===== src/rtl/ex_stage.sv =====
// ex_stage: execute stage of the 16-bit pipeline, feeding the EX/MEM register.
//
// Single-cycle ALU ops (ADD, SUB, AND, OR, XOR, SLL, SRL, SRA, SLT, MOV) are
// registered at the edge after they are presented. Unsigned MUL and DIV run
// iteratively at one bit per cycle. Their second result (the high product or
// the remainder) goes out on R15Result for the R15 writeback.
//
// Ports
//   clk, rst                  rising-edge clock, asynchronous active-low reset
//   inValid, aluOp            instruction present / opcode
//   op1Val, op2Val            operands
//   regOp1, regOp2, wb, mem   sideband fields, registered through with the result
//   stall                     combinational; upstream holds its inputs while high
//   outValid                  one-cycle pulse per completed instruction
//   ALUResult, R15Result      primary / secondary results
//   outOp1Val, outOp2Val      registered operands of the completed instruction
//   outRegOp1, outRegOp2      registered register specifiers
//   outWB, outMem             registered wb/mem, gated by outValid
//   divByZero                 pulses with outValid for a DIV whose divisor is 0
//
// FSM states
//   state | meaning
//   IDLE  | accepting instructions; single-cycle ops complete from here
//   BUSY  | MUL/DIV iterating; cnt counts DATA_W down to 1
module ex_stage #(
  parameter int DATA_W = 16,
  parameter int REG_W  = 4,
  parameter int OP_W   = 4
) (
  input  logic              clk,
  input  logic              rst,
  input  logic              inValid,
  input  logic [OP_W-1:0]   aluOp,
  input  logic [DATA_W-1:0] op1Val,
  input  logic [DATA_W-1:0] op2Val,
  input  logic [REG_W-1:0]  regOp1,
  input  logic [REG_W-1:0]  regOp2,
  input  logic              wb,
  input  logic              mem,
  output logic              stall,
  output logic              outValid,
  output logic [DATA_W-1:0] ALUResult,
  output logic [DATA_W-1:0] R15Result,
  output logic [DATA_W-1:0] outOp1Val,
  output logic [DATA_W-1:0] outOp2Val,
  output logic [REG_W-1:0]  outRegOp1,
  output logic [REG_W-1:0]  outRegOp2,
  output logic              outWB,
  output logic              outMem,
  output logic              divByZero
);

  localparam int CNT_W = $clog2(DATA_W + 1);

  localparam logic [OP_W-1:0] OP_ADD = OP_W'(0);
  localparam logic [OP_W-1:0] OP_SUB = OP_W'(1);
  localparam logic [OP_W-1:0] OP_AND = OP_W'(2);
  localparam logic [OP_W-1:0] OP_OR  = OP_W'(3);
  localparam logic [OP_W-1:0] OP_XOR = OP_W'(4);
  localparam logic [OP_W-1:0] OP_SLL = OP_W'(5);
  localparam logic [OP_W-1:0] OP_SRL = OP_W'(6);
  localparam logic [OP_W-1:0] OP_SRA = OP_W'(7);
  localparam logic [OP_W-1:0] OP_SLT = OP_W'(8);
  localparam logic [OP_W-1:0] OP_MUL = OP_W'(9);
  localparam logic [OP_W-1:0] OP_DIV = OP_W'(10);
  localparam logic [OP_W-1:0] OP_MOV = OP_W'(11);

  typedef enum logic {IDLE, BUSY} state_t;

  state_t state, stateNext;

  logic [CNT_W-1:0]  cnt;
  logic [DATA_W-1:0] aReg, bReg;    // operands as accepted
  logic [DATA_W-1:0] hiReg, loReg;  // MUL: partial product / multiplier; DIV: remainder / quotient
  logic [REG_W-1:0]  rOp1Reg, rOp2Reg;
  logic              wbReg, memReg, isDivReg;

  logic              isMulDiv;
  logic              lastStep;
  logic [DATA_W-1:0] aluRes;
  logic [DATA_W-1:0] hiNext, loNext;
  logic [DATA_W:0]   mulSum;
  logic [DATA_W:0]   divShift, divTrial;
  logic [3:0]        shAmt;

  assign isMulDiv = (aluOp == OP_MUL) || (aluOp == OP_DIV);
  assign lastStep = (cnt == CNT_W'(1));
  assign shAmt    = op2Val[3:0];

  // stall is gated with rst so it drops the moment reset asserts, even with a
  // MUL/DIV still presented on the inputs.
  assign stall = rst & ((state == BUSY) || (state == IDLE && inValid && isMulDiv));

  always_comb begin
    aluRes = '0;
    case (aluOp)
      OP_ADD: aluRes = op1Val + op2Val;
      OP_SUB: aluRes = op1Val - op2Val;
      OP_AND: aluRes = op1Val & op2Val;
      OP_OR:  aluRes = op1Val | op2Val;
      OP_XOR: aluRes = op1Val ^ op2Val;
      OP_SLL: aluRes = op1Val << shAmt;
      OP_SRL: aluRes = op1Val >> shAmt;
      OP_SRA: aluRes = $unsigned($signed(op1Val) >>> shAmt);
      OP_SLT: aluRes = {{(DATA_W-1){1'b0}}, ($signed(op1Val) < $signed(op2Val))};
      OP_MOV: aluRes = op2Val;
      default: aluRes = '0;
    endcase
  end

  // One iteration step. MUL: add the multiplicand when the multiplier LSB is
  // set, then shift {carry, hi, lo} right. DIV (restoring): shift the next
  // dividend bit into the remainder and keep the difference if it did not
  // borrow. A zero divisor never borrows, which naturally gives a quotient of
  // all ones and a remainder equal to the dividend.
  always_comb begin
    mulSum   = {1'b0, hiReg} + (loReg[0] ? {1'b0, bReg} : '0);
    divShift = {hiReg, loReg[DATA_W-1]};
    divTrial = divShift - {1'b0, bReg};
    hiNext   = hiReg;
    loNext   = loReg;
    if (isDivReg) begin
      if (!divTrial[DATA_W]) begin
        hiNext = divTrial[DATA_W-1:0];
        loNext = {loReg[DATA_W-2:0], 1'b1};
      end else begin
        hiNext = divShift[DATA_W-1:0];
        loNext = {loReg[DATA_W-2:0], 1'b0};
      end
    end else begin
      hiNext = mulSum[DATA_W:1];
      loNext = {mulSum[0], loReg[DATA_W-1:1]};
    end
  end

  always_ff @(posedge clk or negedge rst) begin
    if (!rst) state <= IDLE;
    else      state <= stateNext;
  end

  always_comb begin
    stateNext = state;
    case (state)
      IDLE:    if (inValid && isMulDiv) stateNext = BUSY;
      BUSY:    if (lastStep) stateNext = IDLE;
      default: stateNext = IDLE;
    endcase
  end

  always_ff @(posedge clk or negedge rst) begin
    if (!rst) begin
      cnt       <= '0;
      aReg      <= '0;
      bReg      <= '0;
      hiReg     <= '0;
      loReg     <= '0;
      rOp1Reg   <= '0;
      rOp2Reg   <= '0;
      wbReg     <= 1'b0;
      memReg    <= 1'b0;
      isDivReg  <= 1'b0;
      outValid  <= 1'b0;
      ALUResult <= '0;
      R15Result <= '0;
      outOp1Val <= '0;
      outOp2Val <= '0;
      outRegOp1 <= '0;
      outRegOp2 <= '0;
      outWB     <= 1'b0;
      outMem    <= 1'b0;
      divByZero <= 1'b0;
    end else begin
      outValid  <= 1'b0;
      outWB     <= 1'b0;
      outMem    <= 1'b0;
      divByZero <= 1'b0;
      case (state)
        IDLE: begin
          if (inValid) begin
            if (isMulDiv) begin
              cnt      <= CNT_W'(DATA_W);
              aReg     <= op1Val;
              bReg     <= op2Val;
              hiReg    <= '0;
              loReg    <= op1Val;
              rOp1Reg  <= regOp1;
              rOp2Reg  <= regOp2;
              wbReg    <= wb;
              memReg   <= mem;
              isDivReg <= (aluOp == OP_DIV);
            end else begin
              outValid  <= 1'b1;
              ALUResult <= aluRes;
              R15Result <= '0;
              outOp1Val <= op1Val;
              outOp2Val <= op2Val;
              outRegOp1 <= regOp1;
              outRegOp2 <= regOp2;
              outWB     <= wb;
              outMem    <= mem;
            end
          end
        end
        BUSY: begin
          hiReg <= hiNext;
          loReg <= loNext;
          cnt   <= cnt - CNT_W'(1);
          if (lastStep) begin
            outValid  <= 1'b1;
            ALUResult <= loNext;
            R15Result <= hiNext;
            outOp1Val <= aReg;
            outOp2Val <= bReg;
            outRegOp1 <= rOp1Reg;
            outRegOp2 <= rOp2Reg;
            outWB     <= wbReg;
            outMem    <= memReg;
            divByZero <= isDivReg && (bReg == '0);
          end
        end
        default: ;
      endcase
    end
  end

endmodule


===== config.mk =====
export PLATFORM = sky130hd
export DESIGN_NAME = ex_stage
export DESIGN_NICKNAME = d
export VERILOG_FILES = /design/src/rtl/ex_stage.sv
export SDC_FILE = /design/constraint.sdc
export NUM_CORES = 1
export LEC_CHECK = 0
export CORE_MARGIN = 2
export CORE_UTILIZATION = 55
export DETAILED_ROUTE_END_ITERATION = 12
export GPL_ROUTABILITY_DRIVEN = 0
export GPL_TIMING_DRIVEN = 1
export PLACE_DENSITY = 0.78
export SYNTH_ARGS = -nofsm -noshare
export SYNTH_HDL_FRONTEND = slang
export SYNTH_SLANG_ARGS = --single-unit

===== constraint.sdc =====
create_clock -name clk -period 4.8 [get_ports clk]
set_input_delay 0.96 -clock clk [delete_from_list [all_inputs] [get_ports clk]]
set_output_delay 0.96 -clock clk [all_outputs]
set_load 0.02 [all_outputs]

==> summary.txt, run 1 <==
Logic synthesis
  • Synth unique cells: 85
  • Post-synth top cells: 181 x nand2_1, 157 x dfrtp_1, 156 x o21ai_0
  • Async SR Flop Fraction: 100%
  • Seq cells post-synth: 157
  • Net Count, Synth: 1582
  • EDFF count, synth: 0
  • Syn. warnings: 0
  • Post-synth top area share: 31.9%
  • Largest area contributor in the netlist: dfrtp_1
  • Seq/Total Area, Yosys: 31.9%
  • Synth Area per Inst: 8.52 um^2
  • Mapped Cells: 1444
  • Most common cell in the netlist: nand2_1
  • Netlist Area Pre-Place: 0.0123 mm^2
  • Primary FF master, synth: dfrtp_1
  • Largest cells by area after synthesis: dfrtp_1 32%, ha_1 8.6%, o21ai_0 6.3%

Timing
  • Slew HR: 26.1%
  • RSZ-0062 raised after global routing: false
  • Peak Freq: 0.254 GHz
  • Max Clock Skew: 0.0130 ns
  • Fin Setup TNS: 0 ns
  • Crit share post-route: 81.9%
  • # setup viols final: 0
  • Max-slew violation count: 0
  • Hold slack: 0.468 ns
  • Worst slew pin tran: 1.11 ns
  • Final Hold Fails: 0
  • Crit path time final: 3.93 ns

Routing
  • DR vias/cell: 6.66
  • Vias: 12200
  • DR pass1 iterations: 7
  • # DRC: 0
  • Final wirelength: 41.5 mm
  • Routed len/inst: 22.7 um
  • Antenna Nets Post-Route: 0
  • Initial DRC count: 1500

Final layout
  • Final nets: 1677
  • # diodes: 0
  • Layout Utilization: 65.8%
  • Fillcell total: 1824
  • Syn-to-layout area delta: 17.0%
  • Share of post-route cells with drive strength above 1: 9.92%

Critical path
  • Critical path startpoint: aluOp[3]
  • Internal reg-to-reg setup slack: 1.08 ns
  • CP most frequent cell: clkdlybuf4s50_1
  • Crit-path slowest cell: clkdlybuf4s50_1
  • Path depth of the worst reg2reg path: 11
  • Worst setup EP type: primary output
  • Reg2reg start: bReg[0]
  • Startpoint types: primary input
  • Crit path DAT: 2.97 ns
  • Data required, critical path: 3.84 ns
  • Top fanout value on the critical path: 10
  • Crit-path max cell delay: 0.71 ns
  • Critical path type: in -> out
  • Cell chain of the critical path: clkdlybuf4s50_1 > nor2b_1 > nand3_1 > nand2_1 > and2_1 > clkdlybuf4s50_1
  • FF-to-FF End: R15Result[2]

Floorplanning
  • Row Count: 54
  • Initial Util: 56.2%
  • Die X-Extent: 154 um
  • Die Span Y: 154 um
  • Die ar.: 0.0236 mm^2
  • Core area: 0.0219 mm^2
  • # IOs: 126

CTS
  • Clk buf depth: 2
  • CTS tree: built
  • Latest clock arrival within the worst-skew pair: 0.45 ns
  • Post-CTS sizing: 0
  • Post-CTS setup buffer count: 0
  • Hold-fix buffer count after cts: 0
  • Reg clk slew, reported paths: 0.07 ns
  • CTS buffer count: 17
  • CTS sink count: 157
  • Clock Tree Root: clkbuf_16
  • H-tree depth: 4

Power
  • Internal: 0.00475 W
  • Pleak: 6.49 nW
  • Pwr dens: 622 mW/mm^2
  • Sequential power share: 28.7%
  • Peak VDD IR: 0.277 mV
  • Switching power of the nets: 0.00421 W
  • Switch share: 47.0%
  • Comb pwr share: 56.1%
  • Clock power frac: 15.2%

Min path
  • Worst hold path class: in -> async

GRT
  • Gr ovfl total: 0
  • First-pass GRT wire length: 64.9 mm
  • Initial antenna violation count: 0
  • Total global-route track usage: 34.9%
  • Vias in the first global route: 11800
  • Pin count of the biggest net entering global routing: 88

Place
  • Placed wire-length estimate: 30.0 mm
  • Port Buffers: 125

Run status
  • Status: finished, final reports clean

Job
  • Max Cap Viol: 0
-- area by class of cell --
class	instances	area, um^2	area share, %
clock buffers	18	439	3.05
repair buffers	164	1540	10.7
multi-input cells	1122	7710	53.5
flip-flops and latches	157	3930	27.3
inverters	77	289	2.01
well taps	280	350	2.43
clock inverters	14	143	0.990
-- state kept, by name, summed over array words and instances (netlist names), 4 cells and up --
register	cells
ALUResult	16
R15Result	16
aReg	16
bReg	16
cnt	5
hiReg	16
loReg	16
outOp1Val	16
outOp2Val	16
outRegOp1	4
outRegOp2	4
rOp1Reg	4
rOp2Reg	4
-- layer usage --
layer / routed length, um / share of wire (%) / vias to the layer above / track usage [%]
met5: 0 / 0 / - / 0
met4: 2910 / 7.0 / 0 / 21.3
met3: 5260 / 13 / 224 / 10.7
met2: 18000 / 43 / 864 / 52.9
met1: 15300 / 37 / 5679 / 43.9
li1: - / - / 5425 / -
-- power by group through the flow --
stage | Sequential [W] | Clock (W) | Combinational [W]
after floorplan | 0.00261 | 0 | 0.00313
after global placement | 0.00254 | 0 | 0.00479
after detailed placement | 0.00257 | 0 | 0.00491
after CTS | 0.00255 | 0.00137 | 0.00494
after global routing | 0.00265 | 0.00142 | 0.00546
final | 0.00257 | 0.00136 | 0.00502
-- layout by cell type (no fill, tap or decap), types with 16 or more instances in the layout --
master / synthesis / final
nor3_1: 23 / 23
a211oi_1: 17 / 17
clkbuf_16: 0 / 17
dfrtp_1: 157 / 156
mux2i_1: 61 / 61
nor2_1: 104 / 104
xnor2_1: 16 / 16
nand3_1: 25 / 25
a21o_1: 28 / 28
and2_1: 26 / 26
a31oi_1: 29 / 28
a21oi_1: 86 / 86
inv_1: 76 / 76
o21ai_0: 156 / 156
mux2_2: 34 / 34
nand2_1: 181 / 180
buf_4: 4 / 39
ha_1: 85 / 85
clkdlybuf4s50_1: 0 / 123
-- how the worst max path moves through the flow --
stage | end | slack (ns) | cells after the start
after floorplan | ALUResult[15] | 1.31 | 12
after global placement | ALUResult[12] | 0.66 | 11
after detailed placement | ALUResult[10] | 0.67 | 11
after CTS | stall | 0.91 | 6
after global routing | stall | 0.79 | 6
final | stall | 0.87 | 6
-- logic make-up (layout without fill, tap and decap cells) --
kind of cell | after synthesis | count (layout) | synth area share [%]
xor gates and xnor gates | 27 | 27 | 2.04
muxes | 109 | 109 | 10.6
buffers and inverters | 165 | 273 | 5.54
adders and majority gates | 89 | 89 | 9.29
AOI/OAI and AO/OA | 469 | 469 | 24.6
and+or+nand+nor | 428 | 428 | 16.0
DFF | 157 | 157 | 31.9
-- critical path, delay by kind of cell --
kind / cells / cell delay, ns
simple gates: 4 / 0.69
buf+inv: 2 / 1.32
-- metrics by stage --
step,power (W),cell area [um^2],std cells,worst slack [ns]
floorplan,0.00574,12300,1444,1.31
global placement,0.00733,13800,1800,0.664
detailed placement,0.00747,13800,1800,0.673
CTS,0.00886,14400,1832,0.907
global route,0.00953,14400,1832,0.791
finish,0.00896,14400,1832,0.868
(Power assumes the default switching activity.)
==> run 2, diff against run 1 <==
- clock period: 4.8 -> 4 ns (I/O delays scaled with it)
==> run 2 against run 1 <==
Hold slack got worse by 0.0038 ns. First-iteration DRC count decreased by 7.9%. Die area unchanged. Clock skew increased by 0.0018 ns. Critical path type is now in -> reg.
==> summary.txt, run 2 (synthesis gave the netlist of run 1 again) <==
Final layout
  • Syn-to-layout area delta: 19.4%
  • Most common library cell in the layout ignoring fill and taps: nand2_1
  • Share of post-route cells with drive strength above 1: 11.5%
  • Fillcell total: 1773
  • Final nets: 1704
  • Commonest cells after routing, fill and taps aside: 180 x nand2_1, 156 x dfrtp_1, 156 x o21ai_0

Critical path
  • Cell chain of the critical path: clkdlybuf4s50_1 > inv_1 > ha_1 > inv_1 > fa_1 > nand2b_1 > a21oi_1 > o31ai_1 > a2111oi_2 > nor3_1 > o31ai_1 > a21oi_1 > a211o_1
  • Critical path startpoint: op1Val[0]
  • CP endpoint: ALUResult[0]
  • FF-to-FF End: hiReg[14]
  • Crit-path slowest cell: clkdlybuf4s50_1
  • Critical path type: in -> reg
  • Crit-path leading delay family: compound AO/OA/AOI/OAI gates
  • Top fanout value on the critical path: 7
  • Crit-path max cell delay: 0.66 ns
  • Internal reg-to-reg setup slack: 0.43 ns
  • Crit path DAT: 3.95 ns
  • Worst setup EP type: flip-flop
  • CP Depth: 13
  • Path depth of the worst reg2reg path: 11
  • Data required, critical path: 4.32 ns
  • Reg2reg start: loReg[15]
  • Startpoint types: primary input
  • Buf/Inv on CP: 3

Floorplanning
  • # IOs: 126
  • Initial Util: 56.2%
  • Row Count: 54
  • Die Span Y: 154 um
  • Die X-Extent: 154 um
  • Die ar.: 0.0236 mm^2
  • Core area: 0.0219 mm^2

Timing
  • # setup viols final: 0
  • Slew HR: 45.6%
  • Max Clock Skew: 0.0148 ns
  • Worst slew pin tran: 0.815 ns
  • Crit path time final: 3.63 ns
  • RSZ-0062 raised after global routing: false
  • Final Hold Fails: 0
  • Hold slack: 0.464 ns
  • Max-slew violation count: 0
  • Crit share post-route: 90.9%
  • Peak Freq: 0.275 GHz

GRT
  • First-pass GRT wire length: 64.6 mm
  • Vias in the first global route: 11700
  • Pin count of the biggest net entering global routing: 89
  • Total global-route track usage: 34.7%
  • Gr ovfl total: 0
  • Initial antenna violation count: 1

Power
  • Switch share: 45.4%
  • Internal: 0.00596 W
  • Pleak: 6.67 nW
  • Comb pwr share: 54.7%
  • Power, Total: 0.0109 W
  • Sequential power share: 28.5%
  • Pwr dens: 742 mW/mm^2
  • Clock power frac: 16.8%
  • Peak VDD IR: 0.335 mV
  • Switching power of the nets: 0.00495 W

CTS
  • CTS buffer count: 17
  • CTS tree: built
  • Clock Tree Root: clkbuf_16
  • Post-CTS setup buffer count: 0
  • Latest clock arrival within the worst-skew pair: 0.44 ns
  • Post-CTS sizing: 0
  • Hold-fix buffer count after cts: 0
  • H-tree depth: 4
  • Reg clk slew, reported paths: 0.07 ns
  • CTS sink count: 157
  • Clk buf depth: 2

Place
  • Placed wire-length estimate: 30.4 mm
  • Port Buffers: 125

Routing
  • DR vias/cell: 6.61
  • Antenna Nets Post-Route: 0
  • Routed len/inst: 22.1 um
  • Final wirelength: 41.1 mm
  • Vias: 12300
  • Initial DRC count: 1382
  • DR pass1 iterations: 7
  • # DRC: 0

Run status
  • Status: finished, final reports clean

Job
  • Max Cap Viol: 0

Min path
  • Worst hold path class: in -> async
run 2: cell count changes in the layout (fill, tap and decap cells not counted):
cell / delta
bufinv_16: +4
inv_8: -2
buf_4: +26
clkinv_2: +1
inv_6: +1
buf_12: +1
clkinv_4: -2
clkinvlp_4: -2
diode_2: +1
run 2: power by group through the flow:
stage | logic [W] | registers [W] | clock network (W)
2_1_floorplan | 0.00375 | 0.00314 | 0
3_3_place_gp | 0.00567 | 0.00307 | 0
3_5_place_dp | 0.00583 | 0.00310 | 0
4_1_cts | 0.00589 | 0.00308 | 0.00185
5_1_grt | 0.00649 | 0.00318 | 0.00192
6_report | 0.00597 | 0.00310 | 0.00184
run 2: stage by stage:
stage / setup TNS (ns) / cells / cell area (um^2) / setup slack, ns / utilization, %
2_1_floorplan: 0 / 1444 / 12300 / 0.673 / -
3_3_place_gp: 0 / 1827 / 14000 / 0.108 / 64.1
3_5_place_dp: -0.00298 / 1827 / 14000 / -0.00298 / 64.1
4_1_cts: 0 / 1859 / 14700 / 0.445 / 67.1
5_1_grt: 0 / 1859 / 14700 / 0.209 / 67.1
6_report: 0 / 1860 / 14700 / 0.365 / 67.2
run 2: worst register-to-register path, delay by kind of cell, from the launching register on:
family | cells | cell delay, ns
adder cells (fa/ha/maj) | 2 | 0.67
flip-flops | 1 | 0.44
AO/OA/AOI/OAI | 6 | 1.55
buffers and inverters | 2 | 0.23
XOR/XNOR | 1 | 0.59
run 2: worst min-delay path by stage:
stage | endpoint | slack (ns) | depth (start not counted)
5_1_grt | hiReg[15] | 0.49 | 2
3_3_place_gp | outOp2Val[14] | 0.46 | 2
6_report | outValid | 0.46 | 2
3_5_place_dp | outOp2Val[7] | 0.47 | 2
4_1_cts | outValid | 0.47 | 2
2_1_floorplan | aReg[0] | 0.45 | 2
run 2: final cells by class:
class	instances	area [um^2]	share of cell area [%]
multi-input cells	1122	7710	52.4
inverters	77	289	1.97
well taps	280	350	2.38
repair buffers	191	1760	11.9
flip-flops and latches	157	3930	26.8
clock buffers	18	439	2.99
clock inverters	14	221	1.51
diodes	1	2.50	0.0170
run 2: layer usage:
metal | GRT usage [%] | wire length (um) | vias up
met5 | 0 | 0 | -
met4 | 18.4 | 2360 | 0
met3 | 8.03 | 4640 | 179
met2 | 54.6 | 18500 | 778
met1 | 44.6 | 15600 | 5842
li1 | - | - | 5492
==> run 3, diff against run 2 <==
- CORE_MARGIN: 2 -> 1
- CTS_CLUSTER_DIAMETER: unset -> 150
- SKIP_LAST_GASP: unset -> 1
==> run 3 against run 2 <==
Final area is 0.49% lower. Utilization is 0.33 points lower. Hold slack better by 0.015 ns. Setup slack worse by 0.084 ns. Sequential share of layout area is 0.13 points higher. Fmax is 2.3% lower. Combinational power is 0.7% higher. First-iteration DRC count is 19% lower. Register-to-register slack better by 0.09 ns. Total power is 2.0% lower. Via count is 1.2% lower. Clock skew is 0.0030 ns lower. Critical path type unchanged. Critical endpoint is now ALUResult[10].
==> summary.txt, run 3 (synthesis gave the netlist of run 1 again) <==
Job
  • Max Cap Viol: 0

Routing
  • Final wirelength: 40.4 mm
  • Top sig layer: met5
  • Met2 Wirelength: 18.2 mm
  • DR pass1 iterations: 6
  • Routed len/inst: 21.7 um
  • Routed met3 length: 4.49 mm
  • DR vias/cell: 6.52
  • Vias: 12100
  • Initial DRC count: 1121
  • M1 WL: 15.4 mm
  • Antenna Nets Post-Route: 0
  • # DRC: 0

Timing
  • Crit share post-route: 93.0%
  • Post-route worst setup slack: 0.281 ns
  • Peak Freq: 0.269 GHz
  • RSZ-0062 raised after global routing: false
  • Fin Setup TNS: 0 ns
  • Hold slack: 0.479 ns
  • Max-slew violation count: 0
  • Worst slew pin tran: 0.994 ns
  • Max Clock Skew: 0.0118 ns
  • Crit path time final: 3.72 ns
  • Final Hold Fails: 0
  • # setup viols final: 0
  • Slew HR: 33.7%

Critical path
  • Top fanout value on the critical path: 7
  • FF-to-FF End: R15Result[2]
  • Reg2reg start: loReg[15]
  • CP endpoint: ALUResult[10]
  • Crit-path max cell delay: 0.59 ns
  • Data required, critical path: 4.35 ns
  • Path depth of the worst reg2reg path: 13
  • Cell chain of the critical path: clkdlybuf4s50_1 > ha_1 > fa_1 > a21o_1 > a21o_1 > a2111oi_0 > buf_4 > o211ai_1 > nand2_1 > nand2_1 > a31o_2 > a31oi_1
  • Critical path type: in -> reg
  • Crit-path slowest cell: clkdlybuf4s50_1
  • Crit path DAT: 4.07 ns
  • Startpoint types: primary input
  • Internal reg-to-reg setup slack: 0.52 ns
  • Critical path startpoint: op1Val[0]
  • Worst setup EP type: flip-flop

Final layout
  • Share of post-route cells with drive strength above 1: 11.6%
  • Layout Utilization: 66.8%
  • # diodes: 0
  • Most common library cell in the layout ignoring fill and taps: nand2_1
  • Final nets: 1707
  • Commonest cells after routing, fill and taps aside: 180 x nand2_1, 156 x dfrtp_1, 156 x o21ai_0
  • Fin area: 0.0146 mm^2
  • Syn-to-layout area delta: 18.9%

Floorplanning
  • Die Span Y: 152 um
  • Die ar.: 0.0230 mm^2
  • Row Count: 54
  • Initial Util: 56.2%
  • Core area: 0.0219 mm^2
  • # IOs: 126
  • Die X-Extent: 152 um

Place
  • Placed Area: 0.0141 mm^2
  • Place WS: -0.0275 ns
  • Port Buffers: 125
  • Placed wire-length estimate: 30.0 mm

Min path
  • Worst hold path class: reg -> reg
  • Hold Crit Start: outRegOp2[0]

Power
  • Pleak: 6.64 nW
  • Switch share: 46.1%
  • Comb pwr share: 56.2%
  • Sequential power share: 28.8%
  • Internal: 0.00576 W
  • Pwr dens: 731 mW/mm^2
  • Switching power of the nets: 0.00493 W
  • Peak VDD IR: 0.345 mV
  • Clock power frac: 15.0%

GRT
  • First-pass GRT wire length: 62.4 mm
  • Vias in the first global route: 11400
  • Pin count of the biggest net entering global routing: 86
  • Gr ovfl total: 0
  • Total global-route track usage: 35.9%
  • Initial antenna violation count: 1

Run status
  • Status: finished, final reports clean

CTS
  • Post-CTS sizing: 0
  • CTS sink count: 157
  • Reg clk slew, reported paths: 0.07 ns
  • Post-CTS setup buffer count: 0
  • H-tree depth: 4
  • Clk buf depth: 2
  • Latest clock arrival within the worst-skew pair: 0.44 ns
  • Hold-fix buffer count after cts: 0
  • CTS tree: built
  • CTS buffer count: 17
  • Clock Tree Root: clkbuf_16
run 3: changes by cell type in the layout (fill, tap and decap cells not counted), sizes merged:
cell / change
buf: +3
bufinv: -3
clkinv: +4
clkinvlp: +2
diode: -1
inv: -3
run 3: worst min-delay path by stage:
stage	end	slack, ns	depth (start not counted)
floorplan	aReg[0]	0.45	2
detailed placement	aReg[10]	0.47	2
global route	aReg[10]	0.50	2
CTS	aReg[10]	0.48	2
global placement	ALUResult[1]	0.46	2
finish	outRegOp2[0]	0.48	2
run 3: layer usage:
layer	global-route usage [%]	vias to the layer above
li1	-	5491
met1	45.5	5703
met2	56.2	758
met3	8.62	189
met4	19.9	2
met5	0	-
run 3: power groups by stage:
stage / registers, W / logic, W / clock network [W]
6_report: 0.00308 / 0.00601 / 0.00160
5_1_grt: 0.00317 / 0.00653 / 0.00168
4_1_cts: 0.00306 / 0.00593 / 0.00161
3_5_place_dp: 0.00309 / 0.00588 / 0
3_3_place_gp: 0.00306 / 0.00571 / 0
2_1_floorplan: 0.00314 / 0.00375 / 0
run 3: worst max-delay path, delay by kind of cell:
| family | cells | cell delay, ns |
|---|---|---|
| compound gates | 6 | 1.48 |
| fa+ha+maj | 2 | 0.78 |
| buf+inv | 2 | 0.79 |
| simple gates | 2 | 0.22 |
run 3: layout make-up:
type                            instances  area (um^2)
Clock inverter                         14          139
Timing Repair Buffer                  194         1780
Multi-Input combinational cell       1122         7710
Clock buffer                           18          429
Sequential cell                       157         3930
Fill cell                            1755         7260
Inverter                               77          289
Tap cell                              280          350
run 3: through the flow:
| stage | cells | power (W) |
|---|---|---|
| 2_1_floorplan | 1444 | 0.00689 |
| 3_3_place_gp | 1830 | 0.00877 |
| 3_5_place_dp | 1830 | 0.00897 |
| 4_1_cts | 1862 | 0.0106 |
| 5_1_grt | 1862 | 0.0114 |
| 6_report | 1862 | 0.0107 |
